## src/rtl/cpu_pkg.sv

```systemverilog
// Shared fetch-side types: address/data widths, fetch FSM states, buffer entry.
// Latency: n/a (types and constants only).
// Backpressure: n/a.
package cpu_pkg;
  localparam int ADDR_W = 16;
  localparam int DATA_W = 32;

  typedef enum logic [1:0] {
    IDLE = 2'd0,
    RUN  = 2'd1,
    DONE = 2'd2
  } fetch_state_t;

  typedef struct packed {
    logic [ADDR_W-1:0] pc;
    logic [DATA_W-1:0] instr;
  } fetch_entry_t;
endpackage

```

## src/rtl/inst_fetch_if.sv

```systemverilog
// Fetch bus: instruction-memory read port plus the decode valid/ready handshake.
// Latency: n/a (wires only); mem_data answers mem_addr in the same cycle.
// Backpressure: ir_ready from the decode side stalls the instruction stream.
interface inst_fetch_if;
  import cpu_pkg::*;

  logic [ADDR_W-1:0] mem_addr;
  logic [DATA_W-1:0] mem_data;
  logic              ir_valid;
  logic              ir_ready;
  logic [DATA_W-1:0] ir_out;
  logic [ADDR_W-1:0] pc_out;

  // Fetch unit side.
  modport master (
    output mem_addr, ir_valid, ir_out, pc_out,
    input  mem_data, ir_ready
  );

  // Memory + decode side.
  modport slave (
    input  mem_addr, ir_valid, ir_out, pc_out,
    output mem_data, ir_ready
  );
endinterface

```

## src/rtl/inst_fetch_buf.sv

```systemverilog
// Two-entry instruction buffer of {pc, instr} with push, pop and flush.
// Latency: a pushed entry is visible at head one cycle after the push edge.
// Backpressure: caller must not push when full unless popping the same cycle.
module fetch_buf
  import cpu_pkg::*;
(
  input  logic         clk,
  input  logic         reset,
  input  logic         push,
  input  fetch_entry_t push_dat,
  input  logic         pop,
  input  logic         flush,
  output logic [1:0]   count,
  output fetch_entry_t head
);

  fetch_entry_t ent0;
  fetch_entry_t ent1;
  logic [1:0]   cnt;

  // Shift-register storage: ent0 is always the head, ent1 the second slot.
  always_ff @(posedge clk) begin
    if (!reset) begin
      cnt  <= 2'd0;
      ent0 <= '0;
      ent1 <= '0;
    end else if (flush) begin
      cnt <= 2'd0;
    end else begin
      case ({push, pop})
        2'b10: begin
          if (cnt == 2'd0) ent0 <= push_dat;
          else             ent1 <= push_dat;
          cnt <= cnt + 2'd1;
        end
        2'b01: begin
          ent0 <= ent1;
          cnt  <= cnt - 2'd1;
        end
        2'b11: begin
          if (cnt == 2'd1) begin
            ent0 <= push_dat;
          end else begin
            ent0 <= ent1;
            ent1 <= push_dat;
          end
        end
        default: ;
      endcase
    end
  end

  assign count = cnt;
  assign head  = ent0;

endmodule

```

## src/rtl/inst_fetch.sv

```systemverilog
// Instruction fetch: PC + FSM drive instruction memory, buffer feeds decode.
// Latency: start/redirect at edge t -> instruction valid after edge t+1; 1/cycle steady.
// Backpressure: full buffer with ir_ready low freezes pc, buffer and mem_addr.
module inst_fetch
  import cpu_pkg::*;
#(
  parameter int DEPTH = 256  // widths ADDR_W/DATA_W come from cpu_pkg
) (
  input  logic              clk,
  input  logic              reset,
  input  logic              start,
  input  logic [ADDR_W-1:0] start_pc,
  input  logic              redirect,
  input  logic [ADDR_W-1:0] redirect_pc,
  inst_fetch_if.master      bus,
  output logic              halted
);

  localparam logic [ADDR_W-1:0] LIMIT = ADDR_W'(DEPTH);
  localparam logic [ADDR_W-1:0] LAST  = ADDR_W'(DEPTH - 1);

  fetch_state_t      state, state_nxt;
  logic [ADDR_W-1:0] pc, pc_nxt;
  logic              push, pop, flush;
  logic [1:0]        count, cnt_nxt;
  fetch_entry_t      head;
  fetch_entry_t      push_dat;

  assign pop      = bus.ir_valid & bus.ir_ready;
  assign push_dat = '{pc: pc, instr: bus.mem_data};

  fetch_buf u_buf (
    .clk      (clk),
    .reset    (reset),
    .push     (push),
    .push_dat (push_dat),
    .pop      (pop),
    .flush    (flush),
    .count    (count),
    .head     (head)
  );

  // Next state, next pc and buffer controls. Targets at or past DEPTH park
  // pc at DEPTH so it never runs beyond the end of memory.
  always_comb begin
    state_nxt = state;
    pc_nxt    = pc;
    push      = 1'b0;
    flush     = 1'b0;
    case (state)
      IDLE: begin
        if (start) begin
          pc_nxt    = (start_pc >= LIMIT) ? LIMIT : start_pc;
          state_nxt = (start_pc >= LIMIT) ? DONE : RUN;
        end
      end
      RUN: begin
        if (redirect) begin
          flush     = 1'b1;
          pc_nxt    = (redirect_pc >= LIMIT) ? LIMIT : redirect_pc;
          state_nxt = (redirect_pc >= LIMIT) ? DONE : RUN;
        end else if (count != 2'd2 || pop) begin
          push   = 1'b1;
          pc_nxt = pc + ADDR_W'(1);
          if (pc == LAST) state_nxt = DONE;
        end
      end
      DONE: begin
        if (redirect) begin
          flush     = 1'b1;
          pc_nxt    = (redirect_pc >= LIMIT) ? LIMIT : redirect_pc;
          state_nxt = (redirect_pc >= LIMIT) ? DONE : RUN;
        end
      end
      default: state_nxt = IDLE;
    endcase

    cnt_nxt = count;
    if (flush)             cnt_nxt = 2'd0;
    else if (push && !pop) cnt_nxt = count + 2'd1;
    else if (pop && !push) cnt_nxt = count - 2'd1;
  end

  // State, pc and halted registers; halted tracks the post-edge state/count.
  always_ff @(posedge clk) begin
    if (!reset) begin
      state  <= IDLE;
      pc     <= '0;
      halted <= 1'b0;
    end else begin
      state  <= state_nxt;
      pc     <= pc_nxt;
      halted <= (state_nxt == DONE) && (cnt_nxt == 2'd0);
    end
  end

  assign bus.mem_addr = pc;
  assign bus.ir_valid = (count != 2'd0);
  assign bus.ir_out   = head.instr;
  assign bus.pc_out   = head.pc;

endmodule

```

## src/flat_wrapper.sv

```systemverilog
// flat-port wrapper written by rule: the top's interface ports become plain ports
module inst_fetch_flat import cpu_pkg::*;
#(
  parameter int DEPTH = 256                                           
)
  (clk, reset, start, start_pc, redirect, redirect_pc, halted, bus_mem_addr, bus_ir_valid, bus_ir_out, bus_pc_out, bus_mem_data, bus_ir_ready);
  inst_fetch_if bus_i ();
  input  logic clk;
  input  logic reset;
  input  logic start;
  input  logic [ADDR_W-1:0] start_pc;
  input  logic redirect;
  input  logic [ADDR_W-1:0] redirect_pc;
  output logic halted;
  output wire logic [$bits(bus_i.mem_addr)-1:0] bus_mem_addr;
  output wire logic [$bits(bus_i.ir_valid)-1:0] bus_ir_valid;
  output wire logic [$bits(bus_i.ir_out)-1:0] bus_ir_out;
  output wire logic [$bits(bus_i.pc_out)-1:0] bus_pc_out;
  input wire logic [$bits(bus_i.mem_data)-1:0] bus_mem_data;
  input wire logic [$bits(bus_i.ir_ready)-1:0] bus_ir_ready;
  assign bus_mem_addr = bus_i.mem_addr;
  assign bus_ir_valid = bus_i.ir_valid;
  assign bus_ir_out = bus_i.ir_out;
  assign bus_pc_out = bus_i.pc_out;
  assign bus_i.mem_data = bus_mem_data;
  assign bus_i.ir_ready = bus_ir_ready;
  inst_fetch #(.DEPTH(DEPTH)) u_core (.clk(clk), .reset(reset), .start(start), .start_pc(start_pc), .redirect(redirect), .redirect_pc(redirect_pc), .bus(bus_i), .halted(halted));
endmodule
```

## config.mk

```make
export PLATFORM = sky130hd
export DESIGN_NAME = inst_fetch_flat
export DESIGN_NICKNAME = d
export VERILOG_FILES = /design/src/rtl/cpu_pkg.sv /design/src/rtl/inst_fetch_if.sv /design/src/rtl/inst_fetch_buf.sv /design/src/rtl/inst_fetch.sv /design/src/flat_wrapper.sv
export SDC_FILE = /design/constraint.sdc
export NUM_CORES = 1
export LEC_CHECK = 0
export ABC_CLOCK_PERIOD_IN_PS = 2700
export CAP_MARGIN = 30
export CORE_MARGIN = 5
export CORE_UTILIZATION = 27
export CTS_BUF_LIST = sky130_fd_sc_hd__clkbuf_4 sky130_fd_sc_hd__clkbuf_8
export CTS_CLUSTER_SIZE = 8
export DETAILED_ROUTE_END_ITERATION = 10
export SYNTH_ARGS = -nofsm -noshare
export SYNTH_HDL_FRONTEND = slang
export SYNTH_HIERARCHICAL = 1
export SYNTH_SLANG_ARGS = --single-unit
```

## constraint.sdc

```tcl
create_clock -name clk -period 2.7 [get_ports clk]
set_input_delay 0.54 -clock clk [delete_from_list [all_inputs] [get_ports clk]]
set_output_delay 0.54 -clock clk [all_outputs]
set_load 0.05 [all_outputs]
```

# Word-level counts from Yosys, hierarchy flattened
# Cells that the tools add are included.
[word_totals]
register_bits = 117
input_bits = 69
out_inout_bits = 66
word_cells = 80
[classes]
n_addsub = 3
order_cmp = 2
n_eq_ne = 15
mux = 30
n_bitwise = 3
reduce_logical = 19
[ops]
columns = ["operator", "n"]
rows = [
  ["48-bit 2-to-1 mux", 4],
  ["48-bit case mux with 3 select lines", 1],
  ["16-bit 2-to-1 mux", 6],
  ["48-bit case mux with 2 select lines", 1],
  ["16-bit case mux with 3 select lines", 1],
  ["16-bit by 9-bit greater-or-equal comparator with 1-bit output (second input constant)", 2],
  ["2-bit 2-to-1 mux", 10],
  ["16-bit by 1-bit adder with 16-bit output (second input constant)", 1],
  ["16-bit by 8-bit equality test with 1-bit output (second input constant)", 1],
  ["2-bit != test (second input constant)", 6],
  ["2-bit equality test (second input constant)", 4],
  ["4-bit AND reduction", 2],
  ["2-bit by 1-bit equality test with 1-bit output (second input constant)", 3],
  ["2-bit zero test", 3],
  ["2-bit case mux with 3 select lines", 1],
  ["2-bit nonzero test", 3],
  ["3-bit nonzero test", 2],
  ["1-bit 2-to-1 mux", 5],
  ["2-bit case mux with 2 select lines", 1],
  ["2-bit OR reduction", 2],
  ["1-bit logical AND", 3],
  ["3-bit by 2-bit != test with 1-bit output (second input constant)", 1],
  ["3-bit AND reduction", 1],
  ["2-bit by 1-bit adder with 2-bit output (second input constant)", 1],
  ["other kinds (5)", 7],
]

# Longest topological paths before layout
[logic_depth]
depth_word = 13
depth_mapped = 12

# Cells and area by module
# The synthesis kept the hierarchy.
[modules_own_cells]
columns = ["module", "n_inst", "cells_per_inst", "area_each_um2"]
rows = [
  ["fetch_buf", 1, 541, 4690.7],
  ["inst_fetch", 1, 190, 1432.6],
]

# Least setup slack after synthesis
# No wires, ideal clock.
[synth_timing]
kind = "input-to-reg"
startpoint = "in redirect"
endpoint = "reg u_core.u_buf.ent0, in the netlist u_core/u_buf/head[40]"
arrival_time_ns = 2.349
path_slack_ns = 0.263
path_stages = 11
cell_sequence = "buf_2 -> nand2b_1 -> clkbuf_1 -> a21oi_1 -> inv_1 -> ha_1 -> nor2_1 -> buf_2 -> buf_2 -> a21oi_1 -> a311oi_2"
[synth_via]
elab_chain_cells = 5
word_cells_on_any_way = 12
cone_classes = "eq/ne: 4; mux: 5; bitwise: 1; reduce/logical: 2"
[synth_rtl]
columns = ["item", "line_no", "source"]
rows = [
  ["start: declaration", "flat_wrapper.sv:12", "input logic redirect;"],
  ["1-bit 2-to-1 mux *", "inst_fetch.sv:58", "if (redirect) begin"],
  ["1-bit 2-to-1 mux *", "inst_fetch.sv:50", "case (state)"],
  ["net u_core.push", "inst_fetch.sv:24", "logic push, pop, flush;"],
  ["2-bit equality test / 2-bit by 1-bit equality test with 1-bit output (equally long branches)", "inst_fetch_buf.sv:30", "case ({push, pop})"],
  ["2-bit != test (no source line) / 3-bit nonzero test (equally long branches)", "n/a", ""],
  ["3-bit AND reduction (no source line)", "n/a", ""],
  ["end signal: assignment", "inst_fetch_buf.sv:32", "if (cnt == 2'd0) ent0 <= push_dat;"],
  ["end signal: assignment", "inst_fetch_buf.sv:37", "ent0 <= ent1;"],
  ["end signal: assignment", "inst_fetch_buf.sv:42", "ent0 <= push_dat;"],
  ["end: declaration", "inst_fetch_buf.sv:17", "fetch_entry_t ent0;"],
]
# The timed path passes the listed nets; every way through them passes the cells marked *.
# A chain may end at the register's enable or synchronous reset.

# Worst setup path after layout
[layout_timing]
startpoint = "reg u_core.u_buf.cnt[0], in the netlist u_core/u_buf/count[0]"
endpoint = "reg u_core/u_buf/ent1[43] (netlist name)"
[layout_via]
elab_chain_cells = 9
word_cells_on_any_way = 16
cone_classes = "eq/ne: 6; mux: 4; bitwise: 1; reduce/logical: 5"
[layout_rtl]
columns = ["item", "line_no", "source"]
rows = [
  ["start: declaration", "inst_fetch_buf.sv:19", "logic [1:0] cnt;"],
  ["start signal: assignment", "inst_fetch_buf.sv:34", "cnt <= cnt + 2'd1;"],
  ["start signal: assignment", "inst_fetch_buf.sv:38", "cnt <= cnt - 2'd1;"],
  ["2-bit nonzero test", "inst_fetch.sv:98", "assign bus.ir_valid = (count != 2'd0);"],
  ["1-bit bitwise AND", "inst_fetch.sv:29", "assign pop = bus.ir_valid & bus.ir_ready;"],
  ["1-bit logical OR *", "inst_fetch.sv:62", "end else if (count != 2'd2 || pop) begin"],
  ["1-bit 2-to-1 mux *", "inst_fetch.sv:62", ""],
  ["1-bit 2-to-1 mux *", "inst_fetch.sv:58", ""],
  ["1-bit 2-to-1 mux *", "inst_fetch.sv:50", ""],
  ["net u_core.push", "inst_fetch.sv:24", ""],
  ["2-bit equality test", "inst_fetch_buf.sv:30", ""],
  ["2-bit != test (no source line) / 2-bit nonzero test (equally long branches)", "n/a", ""],
  ["4-bit AND reduction (no source line)", "n/a", ""],
  ["end signal: assignment", "inst_fetch_buf.sv:33", "else ent1 <= push_dat;"],
  ["end signal: assignment", "inst_fetch_buf.sv:45", "ent1 <= push_dat;"],
  ["end: declaration", "inst_fetch_buf.sv:18", "fetch_entry_t ent1;"],
]
# Marked as above.

==> results list <==
- Power share of the sequential group: 38.5%
- The initial antenna violation count came to 0.
- Commonest non-fill, non-tap cells in the layout: sky130_fd_sc_hd__clkdlybuf4s50_1, sky130_fd_sc_hd__dfxtp_1, sky130_fd_sc_hd__a21oi_1
* Crit-path max cell delay: 0.33 ns
* Clock-pin transition on the worst setup and hold timing paths: 0.07 ns
- Net switching component of the power: 1.84 mW
- Post-synth cell types: 52
- No sink is reached through more buffers than the 2 on the longest clock path.
- 135 I/O pins were placed.
* Die extent in y: 161 µm
- Of the total power, the clock network draws 30.0%.
- For the worst setup path, the data required time is 3.06 ns.
- Global routing used 16.4% of the available tracks.
- CTS H-tree lvls: 4
- After detailed routing, the number of remaining DRC violations is 0.
* Pleak: 2.72 nW
- Post-detailed-route wirelength per cell: 18.8 µm
* # diodes: 0
* Number of global-route vias before repair: 6230
- For the finished layout, the period the worst path requires is 2.52 ns.
* Critical path endpoint category: flip-flop
- Avg Synthesized Cell Area: 8.38 µm²
- Core area: 0.0225 mm²
* Fraction of layout instances using a drive strength above 1: 12.0%
- FILL cells: 2264
- Summed over all failing endpoints, the final setup total negative slack is 0 ns.
- After the last flow step, the layout net total stands at 935.
- After detailed routing, the number of vias per cell comes to 5.51.
- The worst setup path is launched from a flip-flop.
- Maximum clock skew at final layout: 0.00532 ns
* Data arrival time of the critical path: 2.88 ns
- Synth-to-layout area growth: 37.7%
* Wire length of the first global-routing pass: 34600 µm
- Max Slew Vio Count: 0
* Count of vias placed by the detailed router: 6327
- After detailed placement, the total cell area comes to 0.00804 mm².
- Once the floorplan was initialized, standard cells occupied 27.2% of the core.
- The flow ran to the end, and the final reports show no timing, DRC or antenna violations.
* Async S/R FF share, synth: 0%
- Post-Layout Cell Count: 1149
* First DRT Iteration DRCs: 696
- Cell internal power was estimated by the tool at 3.28 mW.
- The total overflow left after global routing is 0.
- Together, buffers and inverters on the worst path number 4.
- With fillers left out, the area of the finished cells amounts to 0.00843 mm².
- Routability-driven placement finished with a final weighted congestion of 0.815.
- Number of enable-type register cells in the synthesized netlist: 0
- Gate count of the mapped netlist: 731
- The path class of the tightest hold or removal check is reg2reg.
- Final Routed Wirelength: 21600 µm
- Share of total power consumed by net switching: 35.9%
* Total count of hold-check failures in the final report: 0
- Multi-input gate area: 0.00337 mm²
- Setup repair after global routing could not meet its margin everywhere.
- Slew at the pin closest to its max-slew limit: 0.607 ns
- Of the available clock period, the critical path in the final layout requires 93.3%.
* Number of setup buffers added after CTS: 0
- Number of nets with antenna violations after detailed routing: 0
- Count of state elements after synthesis: 117
* Synthesized net count: 814
- Number of warnings reported in the yosys synthesis log: 6
- Count of max-cap constraint violations: 0
- Count of buffers from port buffering: 134
* Seq. cell area: 0.00234 mm²
- Maximum number of pins on one net before global-route repair: 97
- CP top delay family: buffers and inverters
- IR analysis of the VDD net gives a maximum drop of 221 µV.
- Counting every sink on the clock net gives 117.
- CTS tree: built
- Crit-path cells: inv_1 > ha_1 > nand2b_1 > a21oi_1 > ha_1 > buf_4 > buf_4 > and2b_2 > buf_12 > o211ai_1 > a21oi_1
* Maximum frequency from static timing analysis: 0.397 GHz
- In this run the power density over the cells is 607 mW/mm².
* Syn Std Cell Area: 0.00612 mm²
- Critical path fanouts, max: 21
- The share of the Yosys chip area taken by registers is 38.3%.
- Max transition margin: 59.1%
* Leading register cell type out of synthesis: sky130_fd_sc_hd__dfxtp_1
- Clock latency on the worst-skew pair, taken at its later pin, is 0.44 ns.
- Total die area: 0.0258 mm²
* Hold bufs inserted after CTS: 0
- Most common cell after layout, fill and taps aside: sky130_fd_sc_hd__clkdlybuf4s50_1
- In this run the core area contains 55 standard-cell rows.
* Type of the worst setup path: reg2reg
- In this run the horizontal extent of the chip is 161 µm.
- Clk Tree Root Cell: sky130_fd_sc_hd__clkbuf_8
- First drt pass iteration count: 5
* Critical path's slowest cell: sky130_fd_sc_hd__dfxtp_1
- Post-DP HPWL: 14600 µm
* Final setup viols: 0
* Power share of the combinational group: 31.5%
* Post-cts gate resize count: 0
- Counting tap cells, the placed design contains a total of 1118 instances.
* Total clock buffers created by CTS: 17
## cell families after synthesis
group | count (synthesis) | synth area share, %
and+or+nand+nor | 148 | 12.6
buffers and inverters | 98 | 7.42
xor gates and xnor gates | 14 | 2.00
adders and majority gates | 14 | 2.86
AOI/OAI and AO/OA | 340 | 36.8
DFF | 117 | 38.3
## area by class of cell
class                      instances  share of cell area, %
multi-input combinational        516                   40.0
sequential                       117                   27.8
clock buffer                      22                   3.52
tap                              285                   4.23
inverter                          14                  0.638
clock inverter                     9                  0.920
timing repair buffer             186                   22.9
## flip-flops by register name (all words and copies together), names as in the netlist
signal	count
u_core/bus.mem_addr	16
u_core/halted	1
u_core/state	2
u_core/u_buf/count	2
u_core/u_buf/ent1	48
u_core/u_buf/head	48
## metrics by stage
stage	util, %	hold WS (ns)	worst slack, ns	power (mW)
after floorplan	-	0.445	0.263	2.97
after global placement	35.7	0.450	-0.303	3.62
after detailed placement	35.7	0.458	-0.119	3.62
after CTS	37.4	0.470	0.109	5.16
after global routing	37.5	0.489	0.000517	5.35
final	37.5	0.468	0.181	5.12
## cells in the mapped netlist, types with 4 or more instances
cell / instances / share of area, %
sky130_fd_sc_hd__a221oi_1: 4 / 0.57
sky130_fd_sc_hd__and2_1: 4 / 0.41
sky130_fd_sc_hd__xor2_1: 8 / 1.1
sky130_fd_sc_hd__o31ai_1: 48 / 5.9
sky130_fd_sc_hd__a21oi_1: 106 / 8.7
sky130_fd_sc_hd__o21ai_0: 55 / 4.5
sky130_fd_sc_hd__nand2b_1: 11 / 1.1
sky130_fd_sc_hd__nand3_1: 60 / 4.9
sky130_fd_sc_hd__a21boi_1: 4 / 0.49
sky130_fd_sc_hd__nand2_1: 16 / 0.98
sky130_fd_sc_hd__inv_1: 13 / 0.80
sky130_fd_sc_hd__xnor2_1: 6 / 0.86
sky130_fd_sc_hd__a311oi_1: 43 / 6.2
sky130_fd_sc_hd__nor3_1: 4 / 0.33
sky130_fd_sc_hd__ha_1: 14 / 2.9
sky130_fd_sc_hd__buf_4: 4 / 0.49
sky130_fd_sc_hd__a311oi_2: 5 / 1.2
sky130_fd_sc_hd__buf_2: 38 / 3.1
sky130_fd_sc_hd__a211oi_1: 5 / 0.61
sky130_fd_sc_hd__clkbuf_1: 37 / 2.3
sky130_fd_sc_hd__o21ai_1: 5 / 0.41
sky130_fd_sc_hd__o211ai_1: 50 / 6.1
sky130_fd_sc_hd__nor2_1: 22 / 1.3
sky130_fd_sc_hd__dfxtp_1: 117 / 38
sky130_fd_sc_hd__nand4_1: 5 / 0.51
sky130_fd_sc_hd__nor4_1: 10 / 1.0
## worst min-delay path, delay by kind of cell (launching register included)
family / cells / cell delay (ns)
flip-flops: 1 / 0.31
AO/OA/AOI/OAI: 2 / 0.12
## power groups by stage
stage | clock network [mW] | logic (mW) | registers [mW]
floorplan | 0 | 0.591 | 2.38
global placement | 0 | 1.61 | 2.01
detailed placement | 0 | 1.61 | 2.01
CTS | 1.57 | 1.62 | 1.97
global route | 1.64 | 1.72 | 1.99
finish | 1.54 | 1.61 | 1.97
## worst paths after layout
kind / startpoint / end / slack, ns / cells after the start
setup / recovery: u_core/u_buf/count[0] / u_core/u_buf/ent1[43] / 0.18 / 11
hold / removal: u_core/u_buf/ent1[34] / u_core/u_buf/ent1[34] / 0.47 / 2
setup reg to reg: u_core/u_buf/count[0] / u_core/u_buf/ent1[43] / 0.18 / 11
hold reg to reg: u_core/u_buf/ent1[34] / u_core/u_buf/ent1[34] / 0.47 / 2
## per-layer routing
metal / vias to the layer above / track usage, % / wire, µm
li1: 3061 / - / -
met1: 3035 / 21.1 / 9440
met2: 200 / 27.6 / 10600
met3: 31 / 3.54 / 1120
met4: 0 / 4.69 / 403
met5: - / 0 / 0
Note: power is estimated with default switching activity, not from simulation.
